===== src/rtl/store_narrow_rmw.sv =====
// store_narrow_rmw
// Store-side narrowing unit for a word-only data memory. A byte or halfword
// store is merged into the addressed word with a read-modify-write sequence.
// A word store is written directly. An illegal request is rejected with a
// done/misaligned pulse and causes no memory access.
//
// Ports:
//   clk, rst       clock; synchronous active-high reset
//   req_valid/req_ready, req_addr, req_wdata, req_size
//                  store request handshake (size 00 byte, 01 half, 10 word)
//   done           one-cycle completion pulse
//   misaligned     high with done when the request was rejected
//   mem_addr       word address of the latched request
//   mem_rd         read strobe
//   mem_rdata      read data, valid RD_LATENCY cycles after mem_rd
//   mem_wr         write strobe
//   mem_wdata      full word to write
// All outputs come from state or registers only.
module store_narrow_rmw #(
  parameter int unsigned RD_LATENCY = 1
) (
  input  logic        clk,
  input  logic        rst,
  input  logic        req_valid,
  output logic        req_ready,
  input  logic [31:0] req_addr,
  input  logic [31:0] req_wdata,
  input  logic [1:0]  req_size,
  output logic        done,
  output logic        misaligned,
  output logic [29:0] mem_addr,
  output logic        mem_rd,
  input  logic [31:0] mem_rdata,
  output logic        mem_wr,
  output logic [31:0] mem_wdata
);

  typedef enum logic [2:0] {
    S_IDLE  = 3'd0,
    S_READ  = 3'd1,
    S_WAIT  = 3'd2,
    S_WRITE = 3'd3,
    S_ERR   = 3'd4
  } state_e;

  localparam logic [1:0] SZ_BYTE = 2'b00;
  localparam logic [1:0] SZ_HALF = 2'b01;
  localparam logic [1:0] SZ_WORD = 2'b10;
  localparam logic [3:0] CNT_LOAD = 4'(RD_LATENCY - 1);

  state_e      state_q, state_d;
  logic [3:0]  cnt_q, cnt_d;
  logic [31:0] addr_q, addr_d;
  logic [1:0]  size_q, size_d;
  // Holds the store data from accept, and the merged word after the read.
  logic [31:0] data_q, data_d;
  logic        accept_s;
  logic        illegal_s;

  // Overlay the narrowed store data onto the word read from memory.
  function automatic logic [31:0] merge_word(input logic [31:0] rd,
                                             input logic [31:0] wd,
                                             input logic [1:0]  off,
                                             input logic [1:0]  sz);
    logic [31:0] m;
    m = rd;
    if (sz == SZ_BYTE) begin
      case (off)
        2'd0:    m[7:0]   = wd[7:0];
        2'd1:    m[15:8]  = wd[7:0];
        2'd2:    m[23:16] = wd[7:0];
        2'd3:    m[31:24] = wd[7:0];
        default: m = rd;
      endcase
    end else begin
      if (off[1]) begin
        m[31:16] = wd[15:0];
      end else begin
        m[15:0] = wd[15:0];
      end
    end
    return m;
  endfunction

  assign accept_s  = req_valid && (state_q == S_IDLE);
  assign illegal_s = (req_size == 2'b11) ||
                     ((req_size == SZ_HALF) && req_addr[0]) ||
                     ((req_size == SZ_WORD) && (req_addr[1:0] != 2'b00));

  // Next-state logic and register updates for the store sequence.
  always_comb begin
    state_d = state_q;
    cnt_d   = cnt_q;
    addr_d  = addr_q;
    size_d  = size_q;
    data_d  = data_q;
    case (state_q)
      S_IDLE: begin
        if (accept_s) begin
          addr_d = req_addr;
          size_d = req_size;
          data_d = req_wdata;
          if (illegal_s) begin
            state_d = S_ERR;
          end else if (req_size == SZ_WORD) begin
            state_d = S_WRITE;
          end else begin
            state_d = S_READ;
          end
        end else begin
          state_d = S_IDLE;
        end
      end
      S_READ: begin
        cnt_d   = CNT_LOAD;
        state_d = S_WAIT;
      end
      S_WAIT: begin
        if (cnt_q == 4'd0) begin
          data_d  = merge_word(mem_rdata, data_q, addr_q[1:0], size_q);
          state_d = S_WRITE;
        end else begin
          cnt_d = cnt_q - 4'd1;
        end
      end
      S_WRITE: state_d = S_IDLE;
      S_ERR:   state_d = S_IDLE;
      default: state_d = S_IDLE;
    endcase
  end

  // State and datapath registers; reset drops any pending operation.
  always_ff @(posedge clk) begin
    if (rst) begin
      state_q <= S_IDLE;
      cnt_q   <= 4'd0;
      addr_q  <= 32'd0;
      size_q  <= 2'd0;
      data_q  <= 32'd0;
    end else begin
      state_q <= state_d;
      cnt_q   <= cnt_d;
      addr_q  <= addr_d;
      size_q  <= size_d;
      data_q  <= data_d;
    end
  end

  assign req_ready  = (state_q == S_IDLE);
  assign mem_rd     = (state_q == S_READ);
  assign mem_wr     = (state_q == S_WRITE);
  assign done       = (state_q == S_WRITE) || (state_q == S_ERR);
  assign misaligned = (state_q == S_ERR);
  assign mem_addr   = addr_q[31:2];
  assign mem_wdata  = data_q;

endmodule


===== config.mk =====
export PLATFORM = sky130hd
export DESIGN_NAME = store_narrow_rmw
export DESIGN_NICKNAME = d
export VERILOG_FILES = /design/src/rtl/store_narrow_rmw.sv
export SDC_FILE = /design/constraint.sdc
export NUM_CORES = 1
export LEC_CHECK = 0
export BUFFER_PORTS_ARGS = -buffer_cell sky130_fd_sc_hd__buf_4
export CAP_MARGIN = 10
export CORE_MARGIN = 10
export CORE_UTILIZATION = 44
export CTS_BUF_LIST = sky130_fd_sc_hd__clkbuf_2
export DETAILED_ROUTE_END_ITERATION = 10
export PLACE_DENSITY = 0.8
export SLEW_MARGIN = 20
export SYNTH_ARGS = -nofsm -noshare
export SYNTH_HDL_FRONTEND = slang
export SYNTH_SLANG_ARGS = --single-unit
export TNS_END_PERCENT = 5

===== constraint.sdc =====
create_clock -name clk -period 1.8 [get_ports clk]
set_input_delay 0.27 -clock clk [delete_from_list [all_inputs] [get_ports clk]]
set_output_delay 0.27 -clock clk [all_outputs]
set_load 0.05 [all_outputs]

==> run_results.csv, run 1 <==
group,metric,value,unit
hold_path,hold-path-endpoint,"mem_wdata[3]",
clock_network,numCtsBuffers,9,
worst_setup_path,crit_type,"flop to output pin",
floorplanning,io_pins,168,
timing,max-slew-margin-rel,69.0,%
final_layout,final_cell_mix,"188 x buf_4, 110 x nand2_1, 69 x dfxtp_1",
route,drt_iter0_markers,201,
placed_design,hpwl,9630,µm
floorplanning,fp.dieArea,0.0127,mm²
worst_setup_path,cp-start-kind,"flop",
grt,grt_pass1_vias,4231,
clock_network,cts_root_buffer,"clkbuf_2",
clock_network,clock_latency,490,ps
clock_network,cts_buffer_depth,2,
timing,fin_ws,-48.2,ps
timing,tightest_slew,466,ps
final_layout,fill_cells,653,
run_status,status,"finished, violations left",
worst_setup_path,crit_chain,"buf_6 -> and3b_2 -> or2_4 -> buf_8",
timing,hold-worst-slack,39.3,ps
final_layout,n_antenna_cell,0,
worst_setup_path,r2r-start,"state_q[2]",
synth,async_flop_share,0,%
synth,synth_edf_count,0,
hold_path,whs_path_depth,3,
placed_design,dpl.cell_count,691,
final_layout,syn_to_final_growth,47.9,%
timing,setup_viol,8,
synth,synth_top_area_share,38.5,%
synth,avgSynthCellArea,8.28,µm²
run_status,violations,"setup timing",
timing,fmax,541,MHz
timing,min_period_over_period,103,%
grt,grt_usage,19.7,%
final_layout,regArea,0.00147,mm²
route,antenna_left,0,
worst_setup_path,reg2reg_depth,7,
synth,yosys.area.top_type,"dfxtp_1",
final_layout,layout.nets,738,
route,wl_per_cell,17.8,µm
pwr,power_density,912,mW/mm²
clock_network,cts_tree,"built",
timing,finalHoldViolCount,0,
worst_setup_path,cpMaxStageDelayCell,"dfxtp_2",
timing,skew,22.0,ps
timing,tns,-124,ps
worst_setup_path,r2r-end,"mem_wdata[27]",
route,drcViolationCount,0,
placed_design,port_buffers,167,
floorplanning,coreArea,0.00830,mm²
synth,synth_ff_type,"dfxtp_1",
placed_design,place_congestion,0.817,
timing,rsz0062_at_grt,"true",
floorplanning,num_rows,33,
clock_network,clkTransAtPathRegs,200,ps
synth,synthTopCellsByArea,"dfxtp_1 39%, nand2_1 11%, a21oi_1 7.8%, buf_4 6.9%, o221ai_1 3.7%",
worst_setup_path,worst_path_largest_cell_delay,370,ps
synth,synth_nets,560,
floorplanning,initial_core_util,45.7,%
pwr,p_total,0.00511,W
timing,slew_violations,0,
route,routed_wl,13300,µm
floorplanning,die_w,113,µm
synth,synth_cell_types,46,
synth,yosysWarnings,0,
synth,syn_inst,458,
final_layout,instances_no_fill,746,
grt,antenna_found_initial,0,
hold_path,worstHoldPathType,"input pin to flop",
worst_setup_path,cp.required,1530,ps
floorplanning,die_h,113,µm
grt,overflow,0,
route,drt_first_pass_iters,4,
worst_setup_path,critPathCaptureType,"output pin",
worst_setup_path,worstPathArrival,1580,ps
final_layout,layout_commonest_cell,"buf_4",
synth,synth.yosys.seq_area_share,38.5,%
hold_path,hold_start,"mem_rdata[3]",
clock_network,clock-sinks,73,
grt,grt_max_degree,44,
pwr,vdd_drop_max,495,µV
grt,grt_first_pass_wirelength,21000,µm
final_layout,multiInputGateArea,0.00196,mm²
route,drt-vias-per-instance,5.37,
synth,ys_ff_latch,73,
flow_run,cap_viol_max_count,0,
worst_setup_path,cp_max_fo,5,
timing,fin_crit,1850,ps
pwr,p_leak,2.44,nW
worst_setup_path,r2r_setup_slack,-20,ps
clock_network,cts.htree.levels,3,
synth,netlist_area,0.00379,mm²
final_layout,drive_above_1_share,41.5,%
route,num_vias,4003,
-- metrics by stage --
step	area (µm²)	util (%)	worst slack, ps
floorplan	3810	-	-83.3
global placement	5050	60.8	3.50
detailed placement	5050	60.8	-157
CTS	5560	67.0	-68.0
global route	5610	67.6	-102
finish	5610	67.6	-48.2
-- where the power goes --
group          internal, W  switching (W)
logic             0.000907        0.00134
clock network     0.000317       0.000588
registers          0.00180       0.000160
-- cells by family after synthesis --
logic type / after synthesis / share of synthesized area [%]
muxes: 17 / 4.75
AOI/OAI and AO/OA: 126 / 24.1
adders and majority gates: 1 / 0.330
buffers and inverters: 69 / 11.3
DFF: 73 / 38.5
and+or+nand+nor: 172 / 21.0
-- how the worst max path moves through the flow --
stage / start / endpoint / slack (ps) / cells after the start
detailed placement: cnt_q[1] / mem_wdata[7] / -160 / 7
global route: state_q[0] / done / -100 / 4
global placement: cnt_q[0] / mem_wdata[7] / 3 / 7
floorplan: state_q[2] / done / -80 / 2
finish: state_q[1] / done / -50 / 4
CTS: state_q[1] / done / -70 / 4
-- area by class of cell --
cell class,instances,share of cell area (%)
clock buffers,10,0.892
clock inverters,6,1.05
multi-input cells,316,34.9
flip-flops and latches,73,26.2
inverters,3,0.201
well taps,105,2.34
repair buffers,233,34.4
-- worst max-delay path, delay by kind of cell (launching register included) --
| family | cells | cell delay (ps) |
|---|---|---|
| simple gates | 2 | 460 |
| flops | 1 | 370 |
| buf+inv | 2 | 280 |
-- repair_timing --
| item | 4_1_cts | 5_1_grt |
|---|---|---|
| buffers inserted | 7 | 2 |
| pin swaps | 6 | 3 |
| resized for setup | 19 | 10 |
| endpoints found under the setup margin | 37 | 37 |
| endpoints found under the hold margin | 30 | 0 |
| hold buffers | 30 | 0 |
-- synth_stat cells (8+ instances only) --
cell      count
nand2_1     110
dfxtp_1      73
a21oi_1      59
buf_4        35
nor2_1       23
clkbuf_1     20
nand2b_1     16
o221ai_1     16
a211oi_1      9
mux2i_1       9
a21boi_0      8
a311o_1       8
a31o_2        8
mux2_2        8
-- layer usage --
layer	part of all wire, %	vias up	track usage, %
met5	0	-	0
met3	9.6	19	7.87
met1	37	1897	19.7
met2	51	154	35.9
met4	1.6	0	7.61
li1	-	1933	-
-- sequential cells by signal, summed over array words and instances (netlist names) --
signal	cells
size_q	2
state_q	3
mem_wdata	32
cnt_q	4
addr_q	32
Note: power is estimated with default switching activity, not from simulation.
==> inputs of run 2 (changes only) <==
Settings changed: CORE_UTILIZATION 44 to 41, PLACE_DENSITY 0.8 to 0.76.
==> run_results.csv, run 2 (same netlist as run 1, synthesis figures left out) <==
group,metric,value,unit
run_status,status,"finished, violations left",
run_status,violations,"setup timing",
pwr,combinationalPowerShare,42.5,%
final_layout,layout_commonest_cell,"buf_4",
floorplanning,die_h,116,µm
clock_network,clock-sinks,73,
route,wl_per_cell,17.6,µm
placed_design,hpwl,9380,µm
final_layout,fin_util,63.4,%
grt,antenna_found_initial,0,
route,drt-vias-per-instance,5.28,
pwr,switching_share,39.9,%
pwr,p_leak,2.48,nW
pwr,clock_power_share,20.3,%
timing,fmax,535,MHz
pwr,intPower,0.00319,W
grt,met2_usage,33.5,%
grt,grt_pass1_vias,4100,
pwr,power.switching,0.00212,W
timing,min_period_over_period,104,%
grt,overflow,0,
pwr,p_total,0.00531,W
clock_network,clock_latency,500,ps
final_layout,drive_above_1_share,41.1,%
floorplanning,num_rows,35,
timing,setup_viol,3,
timing,hold-worst-slack,33.3,ps
placed_design,place_area,0.00502,mm²
route,drt_iter0_markers,217,
worst_setup_path,crit_chain,"buf_6 -> and3b_1 -> or2_4 -> buf_8",
timing,skew,36.1,ps
clock_network,cts_buffer_depth,2,
route,antenna_left,0,
placed_design,port_buffers,167,
worst_setup_path,worstPathArrival,1600,ps
route,drcViolationCount,0,
clock_network,numCtsBuffers,9,
floorplanning,io_pins,168,
final_layout,syn_to_final_growth,52.3,%
timing,fin_ws,-69.2,ps
placed_design,place_congestion,0.801,
worst_setup_path,cp_max_fo,6,
final_layout,final_cell_mix,"186 x buf_4, 110 x nand2_1, 69 x dfxtp_1",
floorplanning,die_w,116,µm
flow_run,cap_viol_max_count,0,
timing,max-slew-margin-rel,61.9,%
worst_setup_path,crit_type,"flop to output pin",
grt,grt_util_met1,22.0,%
clock_network,cts.htree.levels,3,
final_layout,finalInstanceArea,0.00578,mm²
floorplanning,initial_core_util,41.6,%
grt,gr-usage-met3,4.42,%
timing,tightest_slew,571,ps
final_layout,fill_cells,726,
route,num_vias,4021,
grt,grt_usage,19.1,%
worst_setup_path,critPathCaptureType,"output pin",
clock_network,cts_tree,"built",
clock_network,clkTransAtPathRegs,220,ps
timing,slew_violations,0,
pwr,vdd_drop_max,421,µV
grt,grt_max_degree,51,
grt,top_usage_layer,"met2",
clock_network,cts_root_buffer,"clkbuf_2",
worst_setup_path,cp-start-kind,"flop",
route,drt_first_pass_iters,5,
worst_setup_path,worst_path_largest_cell_delay,390,ps
timing,tns,-99.3,ps
grt,grt_first_pass_wirelength,20800,µm
floorplanning,fp.dieArea,0.0135,mm²
floorplanning,coreArea,0.00911,mm²
timing,fin_crit,1870,ps
timing,rsz0062_at_grt,"true",
route,routed_wl,13400,µm
pwr,power_density,919,mW/mm²
worst_setup_path,cpMaxStageDelayCell,"dfxtp_2",
worst_setup_path,cp.required,1530,ps
hold_path,worstHoldPathType,"input pin to flop",
final_layout,layout.nets,746,
pwr,seqPwrFrac,37.2,%
timing,finalHoldViolCount,0,
## run 2: through the flow
stage               setup slack [ps]  instances
floorplan                      -83.3        458
finish                         -69.2        762
CTS                            -50.1        758
detailed placement             -80.6        696
global placement               -13.7        696
global route                    -141        760
## run 2: final cells by class
| type | instances | area [µm²] | share of cell area [%] |
|---|---|---|---|
| multi-input cells | 316 | 1990 | 34.5 |
| repair buffers | 241 | 2020 | 34.9 |
| flip-flops and latches | 73 | 1470 | 25.4 |
| well taps | 111 | 139 | 2.40 |
| diodes | 2 | 5.00 | 0.0867 |
| inverters | 3 | 11.3 | 0.195 |
| clock buffers | 10 | 50.0 | 0.867 |
| clock inverters | 6 | 92.6 | 1.60 |
## run 2: power groups by stage
stage	clock network, W	registers [W]	logic, W
floorplan	0	0.00233	0.00108
global placement	0	0.00200	0.00202
detailed placement	0	0.00200	0.00205
CTS	0.00109	0.00197	0.00219
global route	0.00119	0.00200	0.00239
finish	0.00108	0.00197	0.00225
## run 2: worst max-delay path, delay by kind of cell (launching register included)
| kind | cells | cell delay, ps |
|---|---|---|
| simple gates | 2 | 430 |
| flops | 1 | 390 |
| buf+inv | 2 | 290 |
## run 2: final timing paths
check | start | to | slack (ps) | cells after the start
hold reg to reg | addr_q[5] | addr_q[5] | 470 | 2
hold / removal | req_addr[27] | addr_q[27] | 30 | 3
setup / recovery | state_q[1] | done | -70 | 4
setup reg to reg | state_q[2] | cnt_q[3] | -20 | 7
## run 2: layer usage
metal	up-vias	share of wire, %
met3	21	7.0
met1	1897	39
li1	1950	-
met2	153	52
met4	0	2.0
met5	-	0
## run 2: timing repair
item / in CTS / in global routing
resized for setup: 16 / 21
hold buffers: 38 / 2
setup buffers: 7 / 0
pin swaps: 5 / 12
hold endpoints to repair: 34 / 2
endpoints found under the setup margin: 34 / 38
gates cloned: 1 / 0
